`src/rtl/pwm_fade_ctrl.sv`:
```
// Purpose: LED PWM sequencer; owns the 8-bit period counter and duty register, ramps duty (track/breathe/fade-out).
// Latency: duty/state update on the Count==255 edge of a ramp tick; new duty visible at Count==0; PwmOut is same-cycle.
// Backpressure: none; free-running, inputs sampled at update events only (Target also feeds AtTarget directly).
module pwm_fade_ctrl #(
  parameter int TICK_DIV = 195312,
  parameter int STEP_W   = 4
) (
  input  logic              CLOCK_50,
  input  logic              Resetn,
  input  logic              Enable,
  input  logic              Mode,
  input  logic [7:0]        Target,
  input  logic [STEP_W-1:0] Step,
  output logic [7:0]        Duty,
  output logic [7:0]        Count,
  output logic              PwmOut,
  output logic              AtTarget,
  output logic [2:0]        State
);

  localparam int PW = (TICK_DIV > 1) ? $clog2(TICK_DIV) : 1;
  localparam logic [PW-1:0] PRESC_LAST = PW'(TICK_DIV - 1);

  typedef enum logic [2:0] {
    S_OFF   = 3'd0,
    S_TRACK = 3'd1,
    S_UP    = 3'd2,
    S_DOWN  = 3'd3,
    S_FADE  = 3'd4
  } state_t;

  state_t          state_q, state_d;
  logic [7:0]      duty_q, duty_d;
  logic [7:0]      count_q;
  logic [PW-1:0]   presc_q;
  logic            pend_q;
  logic            tick;
  logic            update;
  logic [8:0]      step9, duty9, tgt9;
  logic [8:0]      inc_sat, dec_zero, dec_tgt;

  // A tick that lands outside a period boundary is remembered in pend_q;
  // one landing exactly on the boundary is consumed directly.
  assign tick   = (presc_q == PRESC_LAST);
  assign update = (count_q == 8'hFF) && (pend_q || tick);

  // 9-bit saturating arithmetic so duty can never wrap.
  assign step9    = (Step == '0) ? 9'd1 : 9'(Step);
  assign duty9    = {1'b0, duty_q};
  assign tgt9     = {1'b0, Target};
  assign inc_sat  = ((duty9 + step9) > tgt9) ? tgt9 : (duty9 + step9);
  assign dec_zero = (step9 >= duty9) ? 9'd0 : (duty9 - step9);
  assign dec_tgt  = (duty9 < (tgt9 + step9)) ? tgt9 : (duty9 - step9);

  // Counter, prescaler and pending-tick flag.
  always_ff @(posedge CLOCK_50 or negedge Resetn) begin
    if (!Resetn) begin
      count_q <= 8'd0;
      presc_q <= '0;
      pend_q  <= 1'b0;
    end else begin
      count_q <= count_q + 8'd1;
      presc_q <= tick ? '0 : (presc_q + PW'(1));
      if (update)    pend_q <= 1'b0;
      else if (tick) pend_q <= 1'b1;
    end
  end

  // FSM and duty register; only move on update events.
  always_ff @(posedge CLOCK_50 or negedge Resetn) begin
    if (!Resetn) begin
      state_q <= S_OFF;
      duty_q  <= 8'd0;
    end else begin
      state_q <= state_d;
      duty_q  <= duty_d;
    end
  end

  // Next state / next duty. Priority: Enable low, then mode switch, then step.
  always_comb begin
    state_d = state_q;
    duty_d  = duty_q;
    if (update) begin
      case (state_q)
        S_OFF: begin
          duty_d = 8'd0;
          if (Enable) state_d = Mode ? S_UP : S_TRACK;
        end
        S_TRACK: begin
          if (!Enable)   state_d = S_FADE;
          else if (Mode) state_d = S_UP;
          else           duty_d  = (duty9 < tgt9) ? inc_sat[7:0] : dec_tgt[7:0];
        end
        S_UP: begin
          if (!Enable)    state_d = S_FADE;
          else if (!Mode) state_d = S_TRACK;
          else begin
            duty_d = inc_sat[7:0];
            if (inc_sat >= tgt9) state_d = S_DOWN;
          end
        end
        S_DOWN: begin
          if (!Enable)    state_d = S_FADE;
          else if (!Mode) state_d = S_TRACK;
          else begin
            duty_d = dec_zero[7:0];
            if (dec_zero == 9'd0) state_d = S_UP;
          end
        end
        S_FADE: begin
          if (Enable) state_d = Mode ? S_UP : S_TRACK;
          else begin
            duty_d = dec_zero[7:0];
            if (dec_zero == 9'd0) state_d = S_OFF;
          end
        end
        default: begin
          state_d = S_OFF;
          duty_d  = 8'd0;
        end
      endcase
    end
  end

  assign Duty     = duty_q;
  assign Count    = count_q;
  assign PwmOut   = (count_q < duty_q);
  assign AtTarget = (state_q == S_TRACK) && (duty_q == Target);
  assign State    = state_q;

endmodule
```
`config.mk`:
```
export PLATFORM = sky130hd
export DESIGN_NAME = pwm_fade_ctrl
export DESIGN_NICKNAME = d
export VERILOG_FILES = /design/src/rtl/pwm_fade_ctrl.sv
export SDC_FILE = /design/constraint.sdc
export NUM_CORES = 1
export LEC_CHECK = 0
export CAP_MARGIN = 20
export CORE_MARGIN = 8
export CORE_UTILIZATION = 63
export DETAILED_ROUTE_END_ITERATION = 12
export PLACE_DENSITY = 0.87
export SYNTH_ARGS = -nofsm -noshare
export SYNTH_HDL_FRONTEND = slang
export SYNTH_SLANG_ARGS = --single-unit
```
`constraint.sdc`:
```
create_clock -name CLOCK_50 -period 7.9 [get_ports CLOCK_50]
set_clock_uncertainty 0.05 [all_clocks]
set_input_delay 1.58 -clock CLOCK_50 [delete_from_list [all_inputs] [get_ports CLOCK_50]]
set_output_delay 1.58 -clock CLOCK_50 [all_outputs]
set_load 0.01 [all_outputs]
```
# ---- Yosys cells after proc, flatten, opt, wreduce, memory -nomap -nowiden
# Index checks and enable logic that the tools add are counted.
dict set report word_totals {
  word_cells 73
  inputBits 16
  reg_bits 38
}
dict set report op_classes {
  n_lt_le_gt_ge 6
  eq_ne 19
  addsub 5
  muxes 29
  n_reduce_logical 9
}
# cell count
set ops {}
lappend ops {{8-bit 2-to-1 mux} 9}
lappend ops {{3-bit 2-to-1 mux} 11}
lappend ops {{8-bit case mux with 4 select lines} 1}
lappend ops {{18-bit by 1-bit adder with 18-bit output (second input constant)} 1}
lappend ops {{8-bit by 4-bit adder with 9-bit output} 2}
lappend ops {{18-bit == test (second input constant)} 1}
lappend ops {{18-bit 2-to-1 mux} 1}
lappend ops {{9-bit 2-to-1 mux} 2}
lappend ops {{8-bit less-than comparator} 2}
lappend ops {{2-bit != test (second input constant)} 8}
lappend ops {{3-bit case mux with 5 select lines} 1}
lappend ops {{9-bit by 8-bit greater-or-equal comparator with 1-bit output} 1}
lappend ops {{9-bit by 8-bit greater-than comparator with 1-bit output} 1}
lappend ops {{9-bit zero test} 1}
lappend ops {{8-bit by 9-bit less-than comparator with 1-bit output} 1}
lappend ops {{8-bit by 4-bit subtractor with 9-bit output} 1}
lappend ops {{8-bit by 1-bit adder with 8-bit output (second input constant)} 1}
lappend ops {{8-bit == test} 1}
lappend ops {{8-bit == test (second input constant)} 1}
lappend ops {{4-bit by 8-bit greater-or-equal comparator with 1-bit output} 1}
lappend ops {{4-bit != test (second input constant)} 2}
lappend ops {{8-bit AND reduction} 1}
lappend ops {{3-bit by 2-bit == test with 1-bit output (second input constant)} 2}
lappend ops {{3-bit != test (second input constant)} 2}
lappend ops {{11 further kinds} 13}

# ---- Logic depth before layout (Yosys ltp)
# Gate-level depths: netlist of the first run.
dict set report logic_depth {
  ltp_word 10
  depth_mapped 25
  mapped_depth_nobuf 24
}

# ---- Least setup slack after synthesis of the first run
# No wires, ideal clock.
dict set report synth_path {
  kind {input port to flip-flop}
  startpoint {input Step[3]}
  endpoint {register state_q[2], in the netlist State[2]}
  stages 24
  t_arrival_ps 5841
  setup_slack_ps 1884
  setup_time_ps 125
  t_required_ps 7725
  path_buffers 1
  cell_sequence {inv_1 a31o_2 ha_1 fa_1 nand2b_1 a2bb2oi_1 and3_1 xnor2_1 inv_1 ha_1 a21o_1 a221oi_1 a21oi_1 a31o_2 buf_2 mux2_2 ha_1 a21oi_1 nand2_1 a311oi_1 o21ai_0 nand4_1 or2_1 mux2_4}
}
dict set report synth_via {
  elab_chain_len 8
}
# item line_no
set synth_rtl {}
lappend synth_rtl {{start: declaration} 13} ;# input logic [STEP_W-1:0] Step,
lappend synth_rtl {{4-bit zero test} 48} ;# assign step9 = (Step == '0) ? 9'd1 : 9'(Step);
lappend synth_rtl {{4-bit 2-to-1 mux *} 48}
lappend synth_rtl {{8-bit by 4-bit adder with 9-bit output} 51} ;# assign inc_sat = ((duty9 + step9) > tgt9) ? tgt9 : (duty9 + step9);
lappend synth_rtl {{9-bit by 8-bit greater-than comparator with 1-bit output} 51}
lappend synth_rtl {{9-bit 2-to-1 mux} 51}
lappend synth_rtl {{9-bit by 8-bit greater-or-equal comparator with 1-bit output} 100} ;# if (inc_sat >= tgt9) state_d = S_DOWN;
lappend synth_rtl {{4-bit != test (no source line)} n/a}
lappend synth_rtl {{6-bit AND reduction (no source line) *} n/a}
lappend synth_rtl {{end signal: assignment} 75} ;# state_q <= state_d;
lappend synth_rtl {{end: declaration} 32} ;# state_t state_q, state_d;
# Every way passes the cells marked *; elsewhere a longest branch is shown, timed or not.
# A chain may end at the register's enable or synchronous reset.

# ---- Final worst setup path of the first run
dict set report layout_path {
  startpoint {input Step[1]}
  endpoint {register state_q[2], in the netlist State[2]}
}
# Same word-level chain as after synthesis.

==> results.cfg, run 1 <==
[floorplan]
die_height_um = 94.74
design.portCount = 37
starting_density_pct = 65.59
core_region_area_um2 = 5956
floorplan_die_area_um2 = 8976
cell_row_count = 28
chipWidth_um = 94.74

[setup_path]
timing.critical_path.to_type = flip-flop
criticalPathCategory = in2reg
critical-path-slowest-cell = sky130_fd_sc_hd__clkdlybuf4s50_1
most_common_cell_on_crit_path = sky130_fd_sc_hd__ha_1
reg2reg_from = Duty[3]
crit_path_cell_trace = clkdlybuf4s50_1 -> inv_1 -> a31o_2 -> ha_1 -> fa_1 -> nand2b_1 -> a2bb2oi_1 -> and3_1 -> xnor2_1 -> inv_1 -> ha_1 -> and3_1 -> and4_1 -> a21oi_1 -> a31o_2 -> mux2_2 -> ha_1 -> nand2_1 -> o21ai_0 -> a31oi_1 -> o21ai_0 -> nand4_1 -> or2_1 -> mux2_4
timing.critical_path.from = Step[1]
critPathMaxFanout = 13
cp_required_ns = 8.04
reg2reg_depth = 20
startpoint_class = input pin
worst_path_largest_cell_delay_ns = 0.68
worst_ep_arrival_time_ns = 7.00
timing.rr.end = State[2]
regToRegSetupSlack_ns = 2.75

[final_layout]
antenna_cells = 0
layout-area-overhead-vs-synth_pct = 13.26
final_layout_size_suffix_gt1_share_pct = 7.966
utilization_pct = 74.29
num-nets-final = 547

[sta]
grt_setup_unrepaired = no
timing.final.crit_share_pct = 86.89
setup_total_negative_slack_ns = 0
max_freq_mhz = 145.7
slew_violations = 0
timing.hold.ws_ns = 0.4646
setup_viol_count_final = 0
max_slew_margin_pct = 42.85
worst_pin_slew_ns = 0.8572
final_hold_viol_count = 0
layout_min_cycle_time_ns = 6.864

[min_path]
timing.hold.worst.start = presc_q[8]
hold_depth = 1
timing.hold.worst.class = reg2reg
whs_endpoint = presc_q[8]

[placement]
place_congestion = 0.9976
port_buffers = 36
dp_hpwl_um = 7850

[clocking]
cts_htree_levels = 2
cts-buffers-inserted = 5
tritoncts_sinks = 38
number_of_hold_buffers_added_after_cts = 0
worst_skew_pair.late_latency_ns = 0.30
clock_tree.buffer_depth = 2
count_of_buffers_added_by_post_cts_timing_repair_for_setup = 0
clock_tree_from_tritoncts = yes
cts_resized = 0
clock_tree.root_cell = sky130_fd_sc_hd__clkbuf_8
cts.reportedPaths.clkPinSlew_ns = 0.08

[routing]
via_count = 3553
dr.pass1.iters = 5
wl_um = 10270
wirelength_met1_um = 4371
detailedRoute.firstIterationViolations = 226
met2WireLength_um = 4843
detailroute.wirelength.met3_um = 814
detail-route-antenna-nets = 0
routed_via_density = 6.437
drc = 0
drt-wirelength-per-cell_um = 18.61
topRoutingLayerUsed = met4

[run]
drv.max_cap_violation_count = 0

[synthesis]
yosysUniqueCellTypes = 78
ys_async_sr_fraction_pct = 100.0
syn_avg_cell_area_um2 = 8.758
ys_seq_elements = 38
post_synth_main_area_contributors = sky130_fd_sc_hd__dfrtp_1 (24%), sky130_fd_sc_hd__ha_1 (17%), sky130_fd_sc_hd__xnor2_1 (5.4%), sky130_fd_sc_hd__nor2_1 (4.3%), sky130_fd_sc_hd__inv_1 (3.0%)
yosys.cell_count.top_type = sky130_fd_sc_hd__ha_1
net_count_after_synthesis = 517
synth_ff_type = sky130_fd_sc_hd__dfrtp_1
yosysWarnings = 0
synthCells = 446
post_synth_instance_area_um2 = 3906
synth_top_area_cell = sky130_fd_sc_hd__dfrtp_1
ys_top_cells_by_count = sky130_fd_sc_hd__ha_1 (52), sky130_fd_sc_hd__nor2_1 (45), sky130_fd_sc_hd__dfrtp_1 (38)
synth_top_area_share_pct = 24.34
yosysSeqAreaShare_pct = 24.34
edff_count_synth = 0

[global_routing]
grt_remaining_overflow = 0
grt_start_max_net_pins = 39
grt_pass1_vias = 3552
gr-usage-all-layers_pct = 23.86
antenna_found_initial = 0
grt_first_pass_wirelength_um = 17120

[pwr]
power.share.combinational_pct = 15.6
share_clk_of_total_power_pct = 43.5
cellPowerDensity_nw_per_um2 = 107.4
power.switching_mw = 0.1237
p_seq_share_pct = 40.9
power.static_leakage_nw = 2.066
cellInternalPower_mw = 0.3515
largest_voltage_drop_on_the_vdd_net_uv = 108.2
power.share.switching_pct = 26.04

[outcome]
status = completed
-- cells by family after synthesis --
| logic type | Yosys count | synth area share [%] |
|---|---|---|
| buf+inv | 45 | 4.932 |
| simple gates | 160 | 22.26 |
| compound gates | 100 | 18.83 |
| flops | 38 | 24.34 |
| xor+xnor | 37 | 8.296 |
| mux | 11 | 3.139 |
| fa+ha+maj | 55 | 18.19 |
-- worst max-delay path by stage --
stage               endpoint  slack, ns  cells after the start
global placement    State[2]       0.98                     24
detailed placement  State[2]       0.81                     24
floorplan           State[2]       1.88                     24
global route        State[2]       0.71                     25
finish              State[2]       1.04                     24
CTS                 State[2]       1.10                     24
-- cell type report --
class | instances | area [um^2]
Multi-Input combinational cell | 363 | 2763
Timing Repair Buffer | 37 | 362.8
Sequential cell | 38 | 950.9
Tap cell | 75 | 93.84
Fill cell | 450 | 1531
Clock buffer | 5 | 68.82
Clock inverter | 3 | 68.82
Inverter | 31 | 116.4
-- layout by cell type, fill, tap and decap left out, types with 5 or more instances in the layout --
master and instances:
sky130_fd_sc_hd__nand2b_1 9, sky130_fd_sc_hd__clkdlybuf4s50_1 35, sky130_fd_sc_hd__inv_1 31, sky130_fd_sc_hd__o21ai_0 16
sky130_fd_sc_hd__nor2_1 45, sky130_fd_sc_hd__dfrtp_1 38, sky130_fd_sc_hd__ha_1 52, sky130_fd_sc_hd__a21o_1 10
sky130_fd_sc_hd__xnor2_1 24, sky130_fd_sc_hd__and3_1 6, sky130_fd_sc_hd__mux2_2 6, sky130_fd_sc_hd__a31oi_1 6
sky130_fd_sc_hd__nor2b_1 8, sky130_fd_sc_hd__nor3_1 14, sky130_fd_sc_hd__xor2_1 13, sky130_fd_sc_hd__nand4_1 8
sky130_fd_sc_hd__nand3_1 20, sky130_fd_sc_hd__nand2_1 21, sky130_fd_sc_hd__a21oi_1 17, sky130_fd_sc_hd__clkbuf_8 5
-- metal layers --
layer  track usage, %  vias to the layer above
met1            30.37                     1673
met5                0                        -
met2            39.40                      170
met3            4.683                       25
li1                 -                     1685
met4            8.322                        0
-- flip-flops by register name, indices dropped and copies added (netlist names) --
| name | count |
|---|---|
| presc_q | 18 |
| Count | 8 |
| Duty | 8 |
| State | 3 |
| pend_q | 1 |
-- worst max-delay path: cells and delay by family --
family | cells | cell delay, ns
AO/OA/AOI/OAI | 7 | 1.29
adder cells (fa/ha/maj) | 4 | 1.18
AND/OR/NAND/NOR | 7 | 1.17
buffers and inverters | 3 | 0.89
multiplexers | 2 | 0.69
XOR/XNOR | 1 | 0.19
-- power groups by stage --
stage	Combinational (mW)	Clock [mW]	Sequential [mW]
after floorplan	0.0448	0	0.198
after global placement	0.0702	0	0.198
after detailed placement	0.0721	0	0.198
after CTS	0.0729	0.207	0.194
after global routing	0.0828	0.215	0.194
final	0.0741	0.207	0.194
-- per-stage QoR --
stage          cells  area [um^2]  setup slack (ns)  power [mW]
2_1_floorplan    446         3906             1.884      0.2431
3_3_place_gp     544         4287            0.9845      0.2683
3_5_place_dp     544         4287            0.8147      0.2703
4_1_cts          552         4424             1.099      0.4740
5_1_grt          552         4424            0.7096      0.4924
6_report         552         4424             1.036      0.4753
(Power assumes the default switching activity.)
==> run 2: changes to the inputs <==
--- a/config.mk
+++ b/config.mk
@@ -5,7 +5,6 @@
 export SDC_FILE = /design/constraint.sdc
 export NUM_CORES = 1
 export LEC_CHECK = 0
-export CAP_MARGIN = 20
 export CORE_MARGIN = 8
 export CORE_UTILIZATION = 63
 export DETAILED_ROUTE_END_ITERATION = 12
==> results of run 2 <==
No change in the layout: final DEF, timing and power equal those of run 1.
==> RTL edit 1: new RTL, config.mk and constraints of run 2 <==
Set the parameter `TICK_DIV` to 390624 (it was 195312).
--- a/src/rtl/pwm_fade_ctrl.sv
+++ b/src/rtl/pwm_fade_ctrl.sv
@@ -2,7 +2,7 @@
 // Latency: duty/state update on the Count==255 edge of a ramp tick; new duty visible at Count==0; PwmOut is same-cycle.
 // Backpressure: none; free-running, inputs sampled at update events only (Target also feeds AtTarget directly).
 module pwm_fade_ctrl #(
-  parameter int TICK_DIV = 195312,
+  parameter int TICK_DIV = 390624,
   parameter int STEP_W   = 4
 ) (
   input  logic              CLOCK_50,
Behaviour: no difference found for any inputs over 10 cycles, from zero or initial values and one cycle with Resetn low; that may be too few to reach the edited logic, so the function may still have changed.
==> RTL edit 1 against run 2 <==
Sequential cell count up 1; highest routed layer unchanged; wire length up 2.9%; synthesized cell count down 1.6%; final area down 2.9%; via count up 0.39%; area after synthesis down 2.7%; worst setup slack better by 0.076 ns.
Power is not compared: it rests on default switching activity, and its combinational part moved more than twofold at a synthesized area within 25%.
==> RTL edit 1: results (changes against run 2) <==
Critical path
  – Crit Path Max Fanout: 8 (was 13)
  – Max incr delay on CP: 0.66 ns (was 0.68 ns)
  – CP arrival: 6.92 ns (was 7.00 ns)
  – Reg2reg path depth: 18 (was 20)
  – Worst R2R Setup Slack: 2.73 ns (was 2.75 ns)
  – Start of the worst register-to-register path: Duty[2] (was Duty[3])

Min path
  – Hold endpoint: presc_q[0] (was presc_q[8])

Routing
  – Initial drt markers: 389 (was 226)
  – Routed via count: 3567 (was 3553)
  – Drt via density: 6.56 (was 6.44)

Clocking
  – Htree depth: 2 (unchanged)
  – Resized Gates After CTS: 0 (unchanged)

Logic synthesis
  – Synth Area in XOR/XNOR: 8.06% (was 8.30%)
  – Post-synthesis mux area share: 2.04% (was 3.14%)
  – Synth Area in Adders: 18.7% (was 18.2%)
  – Synth top area cells: dfrtp_1 (26%), ha_1 (17%), xnor2_1 (5.5%) (was dfrtp_1 (24%), ha_1 (17%), xnor2_1 (5.4%))
  – Top cells by count, synth: ha_1 (52), dfrtp_1 (39), nor2_1 (36) (was ha_1 (52), nor2_1 (45), dfrtp_1 (38))
  – Synth Area in Compound Gates: 19.9% (was 18.8%)
  – Seq/Total Area, Yosys: 25.7% (was 24.3%)
  – Syn_nets: 510 (was 517)
  – Distinct cell type count after synthesis: 65 (was 78)

Placed design
  – GPL Wtd Cong: 0.973 (was 0.998)
  – Area after DPL: 4180 um2 (was 4290 um2)
  – Post-DP HPWL: 8160 um (was 7850 um)

Run status
  – Status: finished, final reports clean (unchanged)

Global route
  – All-Layer GR Usage: 24.6% (was 23.9%)
  – First-pass GRT wire length: 17200 um (was 17100 um)
  – Vias in the first global route: 3456 (was 3552)
  – Largest net degree at the start of global routing: 40 (was 39)

Cells and area
  – Max FFs per register: 19 (was 18)
  – Fillers: 452 (was 450)
  – Layout cells sized above 1: 5.97% (was 7.97%)

Pwr
  – P_clk: 0.173 mW
==> RTL edit 1: cell count changes after synthesis, sizes merged, moves of 7 or more <==
cell / change
a21oi: +8
nor2: -8
or3: +7
nand2: +7
==> RTL edit 1: stage by stage <==
| stage | setup slack (ns) | power [mW] | util [%] | hold slack [ns] | cells |
|---|---|---|---|---|---|
| after floorplan | 1.94 | 0.370 | - | 0.405 | 439 |
| after global placement | 1.02 | 0.436 | 71.0 | 0.426 | 536 |
| after detailed placement | 0.860 | 0.442 | 71.0 | 0.433 | 536 |
| after CTS | 1.14 | 0.616 | 73.0 | 0.448 | 544 |
| after global routing | 0.709 | 0.653 | 73.0 | 0.463 | 544 |
| final | 1.11 | 0.619 | 73.0 | 0.441 | 544 |
==> RTL edit 1: cell type report <==
cell class / instances / area (um2) / area share (%)
multi-input combinational: 357 / 2650 / 61.6
sequential: 39 / 976 / 22.7
timing repair buffer: 36 / 355 / 8.27
inverter: 29 / 109 / 2.53
tap: 75 / 93.8 / 2.18
clock buffer: 6 / 82.6 / 1.92
clock inverter: 2 / 35.0 / 0.815
==> RTL edit 1: worst max-delay path by stage <==
| stage | from | end | slack, ns | cells after the start |
|---|---|---|---|---|
| after global routing | Step[1] | State[0] | 0.71 | 23 |
| final | Step[1] | State[0] | 1.11 | 23 |
| after detailed placement | Step[1] | State[0] | 0.86 | 23 |
| after floorplan | Step[3] | State[0] | 1.94 | 25 |
| after CTS | Step[1] | State[0] | 1.14 | 23 |
| after global placement | Step[1] | State[0] | 1.02 | 23 |
==> RTL edit 1: metal layers <==
layer | track usage, % | part of all wire, % | up-vias
met2 | 40.1 | 46 | 162
met5 | 0 | 0 | -
met3 | 4.00 | 7.4 | 28
met4 | 7.40 | 2.2 | 0
met1 | 32.5 | 45 | 1710
li1 | - | - | 1667
==> RTL edit 2: new RTL, config.mk and constraints of run 2 <==
Without the edit above. Register the inputs `Enable`, `Mode`, `Target` and `Step` before use. The logic sees them one clock later.
--- a/src/rtl/pwm_fade_ctrl.sv
+++ b/src/rtl/pwm_fade_ctrl.sv
@@ -29,6 +29,18 @@
     S_FADE  = 3'd4
   } state_t;
 
+  logic Enable_q;
+  logic Mode_q;
+  logic [7:0] Target_q;
+  logic [STEP_W-1:0] Step_q;
+
+  always_ff @(posedge CLOCK_50) begin
+    Enable_q <= Enable;
+    Mode_q   <= Mode;
+    Target_q <= Target;
+    Step_q   <= Step;
+  end
+
   state_t          state_q, state_d;
   logic [7:0]      duty_q, duty_d;
   logic [7:0]      count_q;
@@ -45,9 +57,9 @@
   assign update = (count_q == 8'hFF) && (pend_q || tick);
 
   // 9-bit saturating arithmetic so duty can never wrap.
-  assign step9    = (Step == '0) ? 9'd1 : 9'(Step);
+  assign step9    = (Step_q == '0) ? 9'd1 : 9'(Step_q);
   assign duty9    = {1'b0, duty_q};
-  assign tgt9     = {1'b0, Target};
+  assign tgt9     = {1'b0, Target_q};
   assign inc_sat  = ((duty9 + step9) > tgt9) ? tgt9 : (duty9 + step9);
   assign dec_zero = (step9 >= duty9) ? 9'd0 : (duty9 - step9);
   assign dec_tgt  = (duty9 < (tgt9 + step9)) ? tgt9 : (duty9 - step9);
@@ -85,31 +97,31 @@
       case (state_q)
         S_OFF: begin
           duty_d = 8'd0;
-          if (Enable) state_d = Mode ? S_UP : S_TRACK;
+          if (Enable_q) state_d = Mode_q ? S_UP : S_TRACK;
         end
         S_TRACK: begin
-          if (!Enable)   state_d = S_FADE;
-          else if (Mode) state_d = S_UP;
+          if (!Enable_q)   state_d = S_FADE;
+          else if (Mode_q) state_d = S_UP;
           else           duty_d  = (duty9 < tgt9) ? inc_sat[7:0] : dec_tgt[7:0];
         end
         S_UP: begin
-          if (!Enable)    state_d = S_FADE;
-          else if (!Mode) state_d = S_TRACK;
+          if (!Enable_q)    state_d = S_FADE;
+          else if (!Mode_q) state_d = S_TRACK;
           else begin
             duty_d = inc_sat[7:0];
             if (inc_sat >= tgt9) state_d = S_DOWN;
           end
         end
         S_DOWN: begin
-          if (!Enable)    state_d = S_FADE;
-          else if (!Mode) state_d = S_TRACK;
+          if (!Enable_q)    state_d = S_FADE;
+          else if (!Mode_q) state_d = S_TRACK;
           else begin
             duty_d = dec_zero[7:0];
             if (dec_zero == 9'd0) state_d = S_UP;
           end
         end
         S_FADE: begin
-          if (Enable) state_d = Mode ? S_UP : S_TRACK;
+          if (Enable_q) state_d = Mode_q ? S_UP : S_TRACK;
           else begin
             duty_d = dec_zero[7:0];
             if (dec_zero == 9'd0) state_d = S_OFF;
@@ -126,7 +138,7 @@
   assign Duty     = duty_q;
   assign Count    = count_q;
   assign PwmOut   = (count_q < duty_q);
-  assign AtTarget = (state_q == S_TRACK) && (duty_q == Target);
+  assign AtTarget = (state_q == S_TRACK) && (duty_q == Target_q);
   assign State    = state_q;
 
 endmodule
Behaviour: no difference found for any inputs over 10 cycles, from zero or initial values and one cycle with Resetn low; that may be too few to reach the edited logic, so the function may still have changed.
==> RTL edit 2 against run 2 <==
Sequential cell count up 14; count of clock-buffer cells in the layout unchanged; total power rose by 7.6%; die area is 5.1% higher; final area rose by 4.8%; wire length rose by 4.4%; worst setup slack better by 1.8 ns; global-route usage is 1.3 points lower; area after synthesis rose by 6.2%; hold slack worse by 0.063 ns; largest power group is now sequential cells.
==> RTL edit 2: results (changes against run 2) <==
Min path
  – Hold path depth: 1 (unchanged)
  – Hold endpoint: presc_q[0] (was presc_q[8])
  – Hold_sp: presc_q[0] (was presc_q[8])
  – HP Class: reg -> reg (unchanged)

Critical path
  – Reg2reg path depth: 17 (was 20)
  – Worst R2R End: State[0] (was State[2])
  – Start of the worst register-to-register path: Duty[2] (was Duty[3])
  – Max incr delay on CP: 0.47 ns (was 0.68 ns)
  – CP arrival: 5.23 ns (was 7.00 ns)
  – Worst R2R Setup Slack: 2.85 ns (was 2.75 ns)
  – CP max stage cell: dfrtp_1 (was clkdlybuf4s50_1)
  – Crit Path Max Fanout: 9 (was 13)
  – Delay-heaviest family, CP: compound AO/OA/AOI/OAI gates (unchanged)

Cells and area
  – N_diodes: 0 (unchanged)
  – Most flops, register: presc_q (unchanged)
  – Max FFs per register: 18 (unchanged)
  – Nets: 562 (was 547)
  – Layout cells sized above 1: 5.28% (was 7.97%)

Logic synthesis
  – Post-synth top flop: dfrtp_1 (unchanged)
  – Yosys warnings: 0 (unchanged)
  – Synth top area cells: dfrtp_1 (23%), ha_1 (16%), dfxtp_1 (6.8%) (was dfrtp_1 (24%), ha_1 (17%), xnor2_1 (5.4%))
  – Async set-reset flop share out of synthesis: 73.1% (was 100%)
  – Syn_nets: 528 (was 517)
  – Top cells by count, synth: ha_1 (52), dfrtp_1 (38), nor2_1 (35) (was ha_1 (52), nor2_1 (45), dfrtp_1 (38))
  – Distinct cell type count after synthesis: 72 (was 78)
  – Seq/Total Area, Yosys: 29.7% (was 24.3%)

Clocking
  – Post-CTS setup buffers: 0 (unchanged)
  – Inserted Clock Buffers: 5 (unchanged)
  – Htree depth: 2 (unchanged)
  – Skew-Pair Late Insertion Delay: 0.33 ns (was 0.30 ns)
  – Resized Gates After CTS: 0 (unchanged)
  – Root buffer cell: clkbuf_8 (unchanged)
  – Reg clk slew, reported paths: 0.12 ns (was 0.08 ns)
  – Clock buffer depth: 2 (unchanged)

Routing
  – Routed via count: 3629 (was 3553)
  – 1st-pass router iterations: 6 (was 5)
  – Routed WL: 10700 um (was 10300 um)
  – Initial drt markers: 326 (was 226)

Global route
  – First-pass GRT wire length: 17800 um (was 17100 um)
  – All-Layer GR Usage: 22.5% (was 23.9%)
  – Total grt overflow: 0 (unchanged)
  – Largest net degree at the start of global routing: 39 (unchanged)
  – Antenna violations before repair: 0 (unchanged)

STA
  – Hold slack: 0.401 ns (was 0.465 ns)
  – Slew at the pin with the worst max-slew slack: 0.877 ns (was 0.857 ns)

Run status
  – Status: finished, final reports clean (unchanged)

Placed design
  – Port Buf Inserts: 36 (unchanged)
  – GPL Wtd Cong: 0.986 (was 0.998)
  – Post-DP HPWL: 8320 um (was 7850 um)

Pwr
  – Leak Pwr: 2.05 nW (was 2.07 nW)
  – Peak supply drop: 117 uV (was 108 uV)

Job
  – Max_cap viols: 0 (unchanged)
-- RTL edit 2: worst max-delay path by stage --
stage,from,end,slack [ns],depth (start not counted)
finish,Duty[2],State[0],2.85,17
global route,Step_q[1],State[0],2.49,21
CTS,Duty[2],State[0],2.88,17
detailed placement,Step_q[1],State[0],2.89,18
global placement,Duty[2],State[0],3.07,17
floorplan,Duty[2],State[0],3.27,19
-- RTL edit 2: logic make-up after synthesis --
kind of cell | after synthesis | share of synthesized area, %
DFF | 52 | 29.7
AOI/OAI and AO/OA | 106 | 18.2
xor gates and xnor gates | 39 | 8.24
adders and majority gates | 55 | 17.1
and+or+nand+nor | 162 | 21.1
muxes | 4 | 1.42
buffers and inverters | 39 | 4.28
-- RTL edit 2: area by class of cell --
type	instances	area (um2)
Multi-Input combinational cell	366	2740
Fill cell	486	1720
Clock buffer	5	68.8
Sequential cell	52	1230
Clock inverter	3	27.5
Timing Repair Buffer	37	363
Inverter	29	109
Tap cell	77	96.3
-- RTL edit 2: per-layer routing --
layer / GRT usage [%] / vias to the layer above / routed length, um
met2: 36.7 / 150 / 4970
met1: 28.7 / 1713 / 4680
met5: 0 / - / 0
li1: - / 1737 / -
met4: 8.40 / 0 / 255
met3: 4.27 / 29 / 815
-- RTL edit 2: where the power goes --
part | total [mW] | switching [mW] | leakage, nW | internal (mW)
clock network | 0.170 | 0.104 | 0.0463 | 0.0654
logic | 0.0669 | 0.0378 | 1.38 | 0.0291
registers | 0.275 | 0.00581 | 0.620 | 0.269
-- RTL edit 2: per-stage QoR --
stage,util [%],total power [mW],std cells,worst slack [ns],area [um2]
floorplan,-,0.321,457,3.27,4150
global placement,71.5,0.343,561,3.07,4540
detailed placement,71.5,0.346,561,2.89,4540
CTS,73.0,0.511,569,2.88,4630
global route,73.0,0.528,569,2.49,4630
finish,73.0,0.511,569,2.85,4630
